==> config.mk <==
export PLATFORM = sky130hd
export DESIGN_NAME = secuenciador_acumulador_flat
export DESIGN_NICKNAME = d
export VERILOG_FILES = /design/src/rtl/secuenciador_acumulador_pkg.sv /design/src/rtl/secuenciador_acumulador_if.sv /design/src/rtl/secuenciador_acumulador_sumador.sv /design/src/rtl/secuenciador_acumulador.sv /design/src/flat_wrapper.sv
export SDC_FILE = /design/constraint.sdc
export NUM_CORES = 1
export LEC_CHECK = 0
export CORE_MARGIN = 2
export CORE_UTILIZATION = 49
export DETAILED_ROUTE_END_ITERATION = 6
export HOLD_SLACK_MARGIN = 0.1
export PLACE_DENSITY = 0.82
export SYNTH_ARGS = -nofsm -noshare
export SYNTH_HDL_FRONTEND = slang
export SYNTH_SLANG_ARGS = --single-unit
==> constraint.sdc <==
create_clock -name i_clk -period 2.9 [get_ports i_clk]
set_clock_uncertainty 0.15 [all_clocks]
set_input_delay 0.29 -clock i_clk [delete_from_list [all_inputs] [get_ports i_clk]]
set_output_delay 0.29 -clock i_clk [all_outputs]
set_load 0.005 [all_outputs]
==> src/rtl/secuenciador_acumulador_pkg.sv <==
// Shared constants, state encoding and the saturating-add helper for the
// neuron multiply-accumulate sequencer.
package secuenciador_acumulador_pkg;

    localparam int Signo     = 1;
    localparam int Magnitud  = 4;
    localparam int Precision = 19;
    localparam int Width     = Signo + Magnitud + Precision;
    localparam int MaxTerms  = 64;
    localparam int CntWidth  = 7;

    localparam logic [Width-1:0]    MaxPos      = {1'b0, {(Width-1){1'b1}}};
    localparam logic [Width-1:0]    MinNeg      = {1'b1, {(Width-1){1'b0}}};
    localparam logic [CntWidth-1:0] CntZero     = {CntWidth{1'b0}};
    localparam logic [CntWidth-1:0] CntOne      = {{(CntWidth-1){1'b0}}, 1'b1};
    localparam logic [CntWidth-1:0] MaxTermsCnt = CntWidth'(MaxTerms);

    typedef enum logic [1:0] {
        IDLE = 2'd0,
        ACUM = 2'd1,
        DONE = 2'd2
    } state_t;

    // Returns {sat, sum}: overflow only happens when both operands share a sign
    // and the raw sum flips it; the result is then clamped to the matching limit.
    function automatic logic [Width:0] sat_add(input logic [Width-1:0] a,
                                               input logic [Width-1:0] b);
        logic [Width-1:0] raw;
        logic [Width:0]   res;
        raw = a + b;
        if (!a[Width-1] && !b[Width-1] && raw[Width-1]) begin
            res = {1'b1, MaxPos};
        end else if (a[Width-1] && b[Width-1] && !raw[Width-1]) begin
            res = {1'b1, MinNeg};
        end else begin
            res = {1'b0, raw};
        end
        return res;
    endfunction

endpackage

==> src/rtl/secuenciador_acumulador_if.sv <==
// Command, term-stream and result-stream signals of the accumulator sequencer.
interface secuenciador_acumulador_if;
    import secuenciador_acumulador_pkg::*;

    logic                start;
    logic [CntWidth-1:0] num_terms;
    logic [Width-1:0]    bias;
    logic [Width-1:0]    in_data;
    logic                in_valid;
    logic                in_ready;
    logic [Width-1:0]    out_sum;
    logic                out_valid;
    logic                out_ready;
    logic                error;
    logic                busy;

    modport master (
        output start, num_terms, bias, in_data, in_valid, out_ready,
        input  in_ready, out_sum, out_valid, error, busy
    );

    modport slave (
        input  start, num_terms, bias, in_data, in_valid, out_ready,
        output in_ready, out_sum, out_valid, error, busy
    );

endinterface

==> src/rtl/secuenciador_acumulador_sumador.sv <==
// Purely combinational saturating fixed-point adder (sumadorPuntoFijo).
module sumadorPuntoFijo
    import secuenciador_acumulador_pkg::*;
(
    input  logic             i_enable_sum,
    input  logic [Width-1:0] i_acumulador,
    input  logic [Width-1:0] i_in,
    output logic [Width-1:0] o_sum,
    output logic             o_error
);

    logic [Width:0] w_res;

    // Saturating sum when enabled, pass-through of the accumulator otherwise.
    always_comb begin
        w_res = {1'b0, i_acumulador};
        if (i_enable_sum) begin
            w_res = sat_add(i_acumulador, i_in);
        end else begin
            w_res = {1'b0, i_acumulador};
        end
    end

    assign o_sum   = w_res[Width-1:0];
    assign o_error = w_res[Width];

endmodule

==> src/rtl/secuenciador_acumulador.sv <==
// Sequencer for one neuron's bias + N-term saturating reduction, with
// valid/ready term input and valid/ready result output.
module secuenciador_acumulador
    import secuenciador_acumulador_pkg::*;
(
    input  logic                       i_clk,
    input  logic                       i_rst,
    secuenciador_acumulador_if.slave   io_bus
);

    state_t              r_state;
    state_t              w_state_nxt;
    logic [Width-1:0]    r_acc;
    logic [CntWidth-1:0] r_cnt;
    logic                r_error;
    logic                r_in_ready;
    logic                r_out_valid;
    logic                r_busy;
    logic [Width-1:0]    w_sum;
    logic                w_sat;
    logic                w_hs;
    logic [CntWidth-1:0] w_cnt_load;
    logic                w_in_ready_nxt;
    logic                w_out_valid_nxt;
    logic                w_busy_nxt;

    assign w_hs       = r_in_ready & io_bus.in_valid;
    assign w_cnt_load = (io_bus.num_terms > MaxTermsCnt) ? MaxTermsCnt : io_bus.num_terms;

    sumadorPuntoFijo u_sumador (
        .i_enable_sum (1'b1),
        .i_acumulador (r_acc),
        .i_in         (io_bus.in_data),
        .o_sum        (w_sum),
        .o_error      (w_sat)
    );

    // State register; handshake outputs are registered from the next state.
    always_ff @(posedge i_clk) begin
        if (i_rst) begin
            r_state     <= IDLE;
            r_in_ready  <= 1'b0;
            r_out_valid <= 1'b0;
            r_busy      <= 1'b0;
        end else begin
            r_state     <= w_state_nxt;
            r_in_ready  <= w_in_ready_nxt;
            r_out_valid <= w_out_valid_nxt;
            r_busy      <= w_busy_nxt;
        end
    end

    // Next-state logic.
    always_comb begin
        w_state_nxt = r_state;
        case (r_state)
            IDLE: begin
                if (io_bus.start) begin
                    w_state_nxt = (w_cnt_load == CntZero) ? DONE : ACUM;
                end else begin
                    w_state_nxt = IDLE;
                end
            end
            ACUM: begin
                if (w_hs && (r_cnt == CntOne)) begin
                    w_state_nxt = DONE;
                end else begin
                    w_state_nxt = ACUM;
                end
            end
            DONE: begin
                if (io_bus.out_ready) begin
                    w_state_nxt = IDLE;
                end else begin
                    w_state_nxt = DONE;
                end
            end
            default: w_state_nxt = IDLE;
        endcase
    end

    // Output decode of the upcoming state, captured by the state register.
    always_comb begin
        w_in_ready_nxt  = 1'b0;
        w_out_valid_nxt = 1'b0;
        w_busy_nxt      = 1'b0;
        case (w_state_nxt)
            IDLE: begin
                w_busy_nxt = 1'b0;
            end
            ACUM: begin
                w_in_ready_nxt = 1'b1;
                w_busy_nxt     = 1'b1;
            end
            DONE: begin
                w_out_valid_nxt = 1'b1;
                w_busy_nxt      = 1'b1;
            end
            default: begin
                w_busy_nxt = 1'b0;
            end
        endcase
    end

    // Accumulator, term counter and sticky saturation flag.
    always_ff @(posedge i_clk) begin
        if (i_rst) begin
            r_acc   <= {Width{1'b0}};
            r_cnt   <= CntZero;
            r_error <= 1'b0;
        end else begin
            case (r_state)
                IDLE: begin
                    if (io_bus.start) begin
                        r_acc   <= io_bus.bias;
                        r_cnt   <= w_cnt_load;
                        r_error <= 1'b0;
                    end
                end
                ACUM: begin
                    if (w_hs) begin
                        r_acc   <= w_sum;
                        r_cnt   <= r_cnt - CntOne;
                        r_error <= r_error | w_sat;
                    end
                end
                default: begin
                    r_acc <= r_acc;
                end
            endcase
        end
    end

    assign io_bus.in_ready  = r_in_ready;
    assign io_bus.out_valid = r_out_valid;
    assign io_bus.out_sum   = r_acc;
    assign io_bus.error     = r_error;
    assign io_bus.busy      = r_busy;

endmodule

==> src/flat_wrapper.sv <==
// flat-port wrapper written by rule: the top's interface ports become plain ports
module secuenciador_acumulador_flat import secuenciador_acumulador_pkg::*;
  (i_clk, i_rst, io_bus_start, io_bus_num_terms, io_bus_bias, io_bus_in_data, io_bus_in_valid, io_bus_out_ready, io_bus_in_ready, io_bus_out_sum, io_bus_out_valid, io_bus_error, io_bus_busy);
  secuenciador_acumulador_if io_bus_i ();
  input  logic i_clk;
  input  logic i_rst;
  input wire logic [$bits(io_bus_i.start)-1:0] io_bus_start;
  input wire logic [$bits(io_bus_i.num_terms)-1:0] io_bus_num_terms;
  input wire logic [$bits(io_bus_i.bias)-1:0] io_bus_bias;
  input wire logic [$bits(io_bus_i.in_data)-1:0] io_bus_in_data;
  input wire logic [$bits(io_bus_i.in_valid)-1:0] io_bus_in_valid;
  input wire logic [$bits(io_bus_i.out_ready)-1:0] io_bus_out_ready;
  output wire logic [$bits(io_bus_i.in_ready)-1:0] io_bus_in_ready;
  output wire logic [$bits(io_bus_i.out_sum)-1:0] io_bus_out_sum;
  output wire logic [$bits(io_bus_i.out_valid)-1:0] io_bus_out_valid;
  output wire logic [$bits(io_bus_i.error)-1:0] io_bus_error;
  output wire logic [$bits(io_bus_i.busy)-1:0] io_bus_busy;
  assign io_bus_i.start = io_bus_start;
  assign io_bus_i.num_terms = io_bus_num_terms;
  assign io_bus_i.bias = io_bus_bias;
  assign io_bus_i.in_data = io_bus_in_data;
  assign io_bus_i.in_valid = io_bus_in_valid;
  assign io_bus_i.out_ready = io_bus_out_ready;
  assign io_bus_in_ready = io_bus_i.in_ready;
  assign io_bus_out_sum = io_bus_i.out_sum;
  assign io_bus_out_valid = io_bus_i.out_valid;
  assign io_bus_error = io_bus_i.error;
  assign io_bus_busy = io_bus_i.busy;
  secuenciador_acumulador u_core (.i_clk(i_clk), .i_rst(i_rst), .io_bus(io_bus_i));
endmodule
==> impl_results.md <==
- Status: finished clean
- DIE WIDTH: 83.9 um
- Max-Cap Viols: 0
- H-tree level count: 2
- Worst setup EP type: register
- Worst Setup EP: u_core.io_bus.out_sum[10]$_SDFFE_PP0P_
- Via density: 5.81
- Input/output buffers: 87
- Flop pwr share: 27.9%
- Vias in the first global route: between 3000 and 4000
- Mean area per synthesized cell: approximately 7.6 um^2
- Worst r2r dst: u_core.io_bus.out_sum[10]$_SDFFE_PP0P_
- Final Hold Viols: 0
- Starting Density: around half
- Worst Path Required: around 3.0 ns
- Fmax: 0.355 GHz
- Final wirelength: 9900 um
- Final WS setup: 0.0823 ns
- Max Fanout on Critical Path: 5
- P per Cell Area: roughly 470 nW/um^2
- Die area: around 7000 um^2
- ANT cells: 0
- Worst hold path class: register to register
- Clk_lat worst skew: 0.31 ns
- Largest family of logic cells by synthesized area: compound AO/OA/AOI/OAI gates
- Post-synthesis compound-gate area fraction: roughly 36%
- Synth cell types: between 50 and 60
- Fin crit share: 97.2%
- Reg2reg start: u_core.io_bus.out_sum[11]$_SDFFE_PP0P_
- Crit start category: input pin
- Share of flip-flops with an asynchronous set or reset: 0%
- Synthesized cell area: 3130 um^2
- Routability congestion estimate: 0.889
- Longest Clk Path Bufs: 2
- All-Layer GR Usage: between 20% and 30%
- CTS tree: done
- Synth Instances: approximately 400
- Sw Share: roughly 35%
- Worst-path clk slew: 0.08 ns
- DR pass1 iterations: 5
- Hold_ws: 0.323 ns
- Clock root buffer: clkbuf_8
- Pre-CTS WS: -0.284 ns
- Share of layout cells above drive strength 1: a little under a fifth
- Finish-stage setup viols: 0
- # nets final: 645
- Dpl hpwl: between 7000 and 8000 um
- Max Transition Viols Final: 0
- Number of DRC markers in iteration 0: 210
- Simple-Gate Fraction of Synth Area: a little under a fifth
- Synth Flop Type: dfxtp_1
- Remaining antenna violation count: 0
- Initial antenna violation count: 0
- Int Power: 1.45 mW
- Seq/Total Area, Yosys: 23.7%
- First-pass GRT wire length: about 16000 um
- Synth Area in XOR/XNOR: 4.76%
- DR WL/cell: 15.6 um
- Congestion Overflow GR: 0
- Largest net degree at the start of global routing: 22
- Post-synthesis adder-cell area fraction: 12.2%
- RSZ-0062 raised after global routing: yes
- R2R Setup Slk: 0.12 ns
- I/O pin cnt: between 80 and 90
- Die height: 83.9 um
- Synthesis-stage register bit count: 37
- R2R depth: 9
- Actual slew at the worst max-slew pin: 0.473 ns
- CP Launch Point: io_bus_in_data[11]
- Layout area overhead: 50.3%
- DRC Markers: 0
- Net Sw Power: around 0.76 mW
- Post-synthesis mux area share: 0.640%
- CTS sink cnt: 37
- Vias after detailed routing: approximately 3700
- Slew headroom: 68.4%
- Max IR drop VDD: 0.000265 V
- Setup TNS: 0 ns
- Hold Startpoint: u_core.io_bus.out_sum[12]$_SDFFE_PP0P_
- Yosys Warn Count: 0
- CTS Hold Bufs: 0
- Clock power share: roughly 25%
- Row Count: 29
- CTS Buf Count: 5
- WP data arrival: 2.86 ns
- Pleak: 2.02 nW
- Critical Setup Path Class: input pin to register
- Comb pwr share: 47.0%
- Post-synthesis net count: 502
- Number of flops mapped to enable cells by yosys: 0
- Core area: 6280 um^2
- Final min period: 2.82 ns
- Layout Utilization: 74.9%
## critical path: stages
cell and delay (ns):
clkdlybuf4s50_1 0.41, ha_1 0.30, or2_1 0.24, a21o_1 0.20, a41o_1 0.26, a31o_1 0.21
and3_4 0.19, or3_4 0.40, a311oi_1 0.27, o21ai_1 0.10
## flip-flops by register name, summed over array words and instances (netlist names)
name / flops
u_core.io_bus.busy: 1
u_core.r_cnt: 7
u_core.io_bus.out_valid: 1
u_core.io_bus.error: 1
u_core.io_bus.in_ready: 1
u_core.io_bus.out_sum: 24
u_core.r_state: 2
## cells in the final DEF (no fill, tap or decap), types with 3 or more instances in the layout
cell             instances
dfxtp_1                 37
a21boi_2                10
o21ai_0                 35
nand2b_1                 3
a211oi_1                 5
and3_1                   3
nor3_1                   5
ha_1                    28
o21ai_1                 23
o21bai_1                 3
xor2_1                   8
nand2_1                 43
nand3_1                  6
a31oi_1                  3
a21oi_2                  3
a22oi_1                  4
a21boi_1                 7
clkbuf_8                 5
a21oi_1                 35
buf_4                   67
o211ai_1                 7
inv_1                   13
nor2_1                  33
nor2b_1                  9
nand4_1                  3
a311oi_1                 3
a21o_1                  14
clkdlybuf4s50_1         87
xnor2_1                  9
o21a_1                   3
## through the flow
stage / total power [mW] / cell area, um^2 / cells
after floorplan: 1.17 / 3130 / 412
after global placement: 1.60 / 4530 / 624
after detailed placement: 1.63 / 4530 / 624
after CTS: 2.19 / 4670 / 632
after global routing: 2.33 / 4700 / 633
final: 2.21 / 4700 / 633
## layer usage
| metal | wire, um | GRT usage, % |
|---|---|---|
| met5 | 0 | 0 |
| met4 | 168 | 9.38 |
| met3 | 492 | 3.86 |
| met2 | 5130 | 52.0 |
| met1 | 4110 | 33.4 |
## cell families (layout without fill, tap and decap cells)
| logic type | count (synthesis) | count (layout) |
|---|---|---|
| muxes | 2 | 2 |
| adders and majority gates | 30 | 30 |
| AOI/OAI and AO/OA | 175 | 175 |
| and+or+nand+nor | 120 | 120 |
| xor gates and xnor gates | 17 | 17 |
| buffers and inverters | 31 | 175 |
| DFF | 37 | 37 |
## repair_timing
action                                  CTS  global route
gates resized for setup                   2             8
pin swaps                                 0             5
endpoints found under the setup margin    4            20
setup buffers                             0             1
## worst min path at each step
stage                                             endpoint  slack (ns)  cells past startpoint
global route              u_core.io_bus.error$_SDFFE_PP0P_        0.34                      2
floorplan                     u_core.r_cnt[0]$_SDFFE_PP0P_        0.29                      2
finish              u_core.io_bus.out_sum[12]$_SDFFE_PP0P_        0.32                      2
detailed placement        u_core.io_bus.error$_SDFFE_PP0P_        0.31                      2
CTS                       u_core.io_bus.error$_SDFFE_PP0P_        0.32                      2
global placement    u_core.io_bus.out_sum[20]$_SDFFE_PP0P_        0.30                      2
## area by class of cell
type                            instances  area [um^2]
Multi-Input combinational cell        344         2310
Fill cell                             451         1580
Inverter                               13         48.8
Tap cell                               77         96.3
Clock buffer                            5         68.8
Clock inverter                          3         65.1
Timing Repair Buffer                  154         1370
Sequential cell                        37          741
## cell usage after synthesis (all sizes together) (2+ instances only)
| cell | instances | area [um^2] |
|---|---|---|
| buf | 5 | 30.0 |
| inv | 13 | 48.8 |
| nor2 | 34 | 128 |
| a21oi | 38 | 190 |
| xor2 | 8 | 70.1 |
| dfxtp | 37 | 741 |
| and3 | 4 | 30.0 |
| nor2b | 9 | 56.3 |
| nand3 | 6 | 30.0 |
| xnor2 | 9 | 78.8 |
| a31oi | 4 | 25.0 |
| a31o | 2 | 17.5 |
| a311oi | 3 | 26.3 |
| a211o | 2 | 17.5 |
| nor3 | 5 | 25.0 |
| or3 | 2 | 17.5 |
| o22ai | 2 | 12.5 |
| ha | 29 | 363 |
| o21bai | 3 | 22.5 |
| a21o | 14 | 105 |
| nand2 | 43 | 161 |
| mux2i | 2 | 20.0 |
| nand4 | 3 | 18.8 |
| a211oi | 7 | 57.6 |
| or2 | 2 | 12.5 |
| o31a | 2 | 17.5 |
| o21a | 3 | 22.5 |
| nand2b | 3 | 18.8 |
| clkbuf | 13 | 48.8 |
| or4 | 2 | 15.0 |
| nor4 | 3 | 33.8 |
| a22oi | 4 | 30.0 |
| a21boi | 17 | 165 |
| o21ai | 59 | 295 |
| nor3b | 2 | 15.0 |
| o211ai | 7 | 52.6 |
## power by group through the flow
| stage | registers (mW) | logic (mW) | clock network [mW] |
|---|---|---|---|
| floorplan | 0.619 | 0.554 | 0 |
| detailed placement | 0.625 | 1.00 | 0 |
| global route | 0.624 | 1.13 | 0.577 |
| global placement | 0.623 | 0.981 | 0 |
| finish | 0.615 | 1.04 | 0.554 |
| CTS | 0.614 | 1.02 | 0.557 |
(Power assumes the default switching activity.)
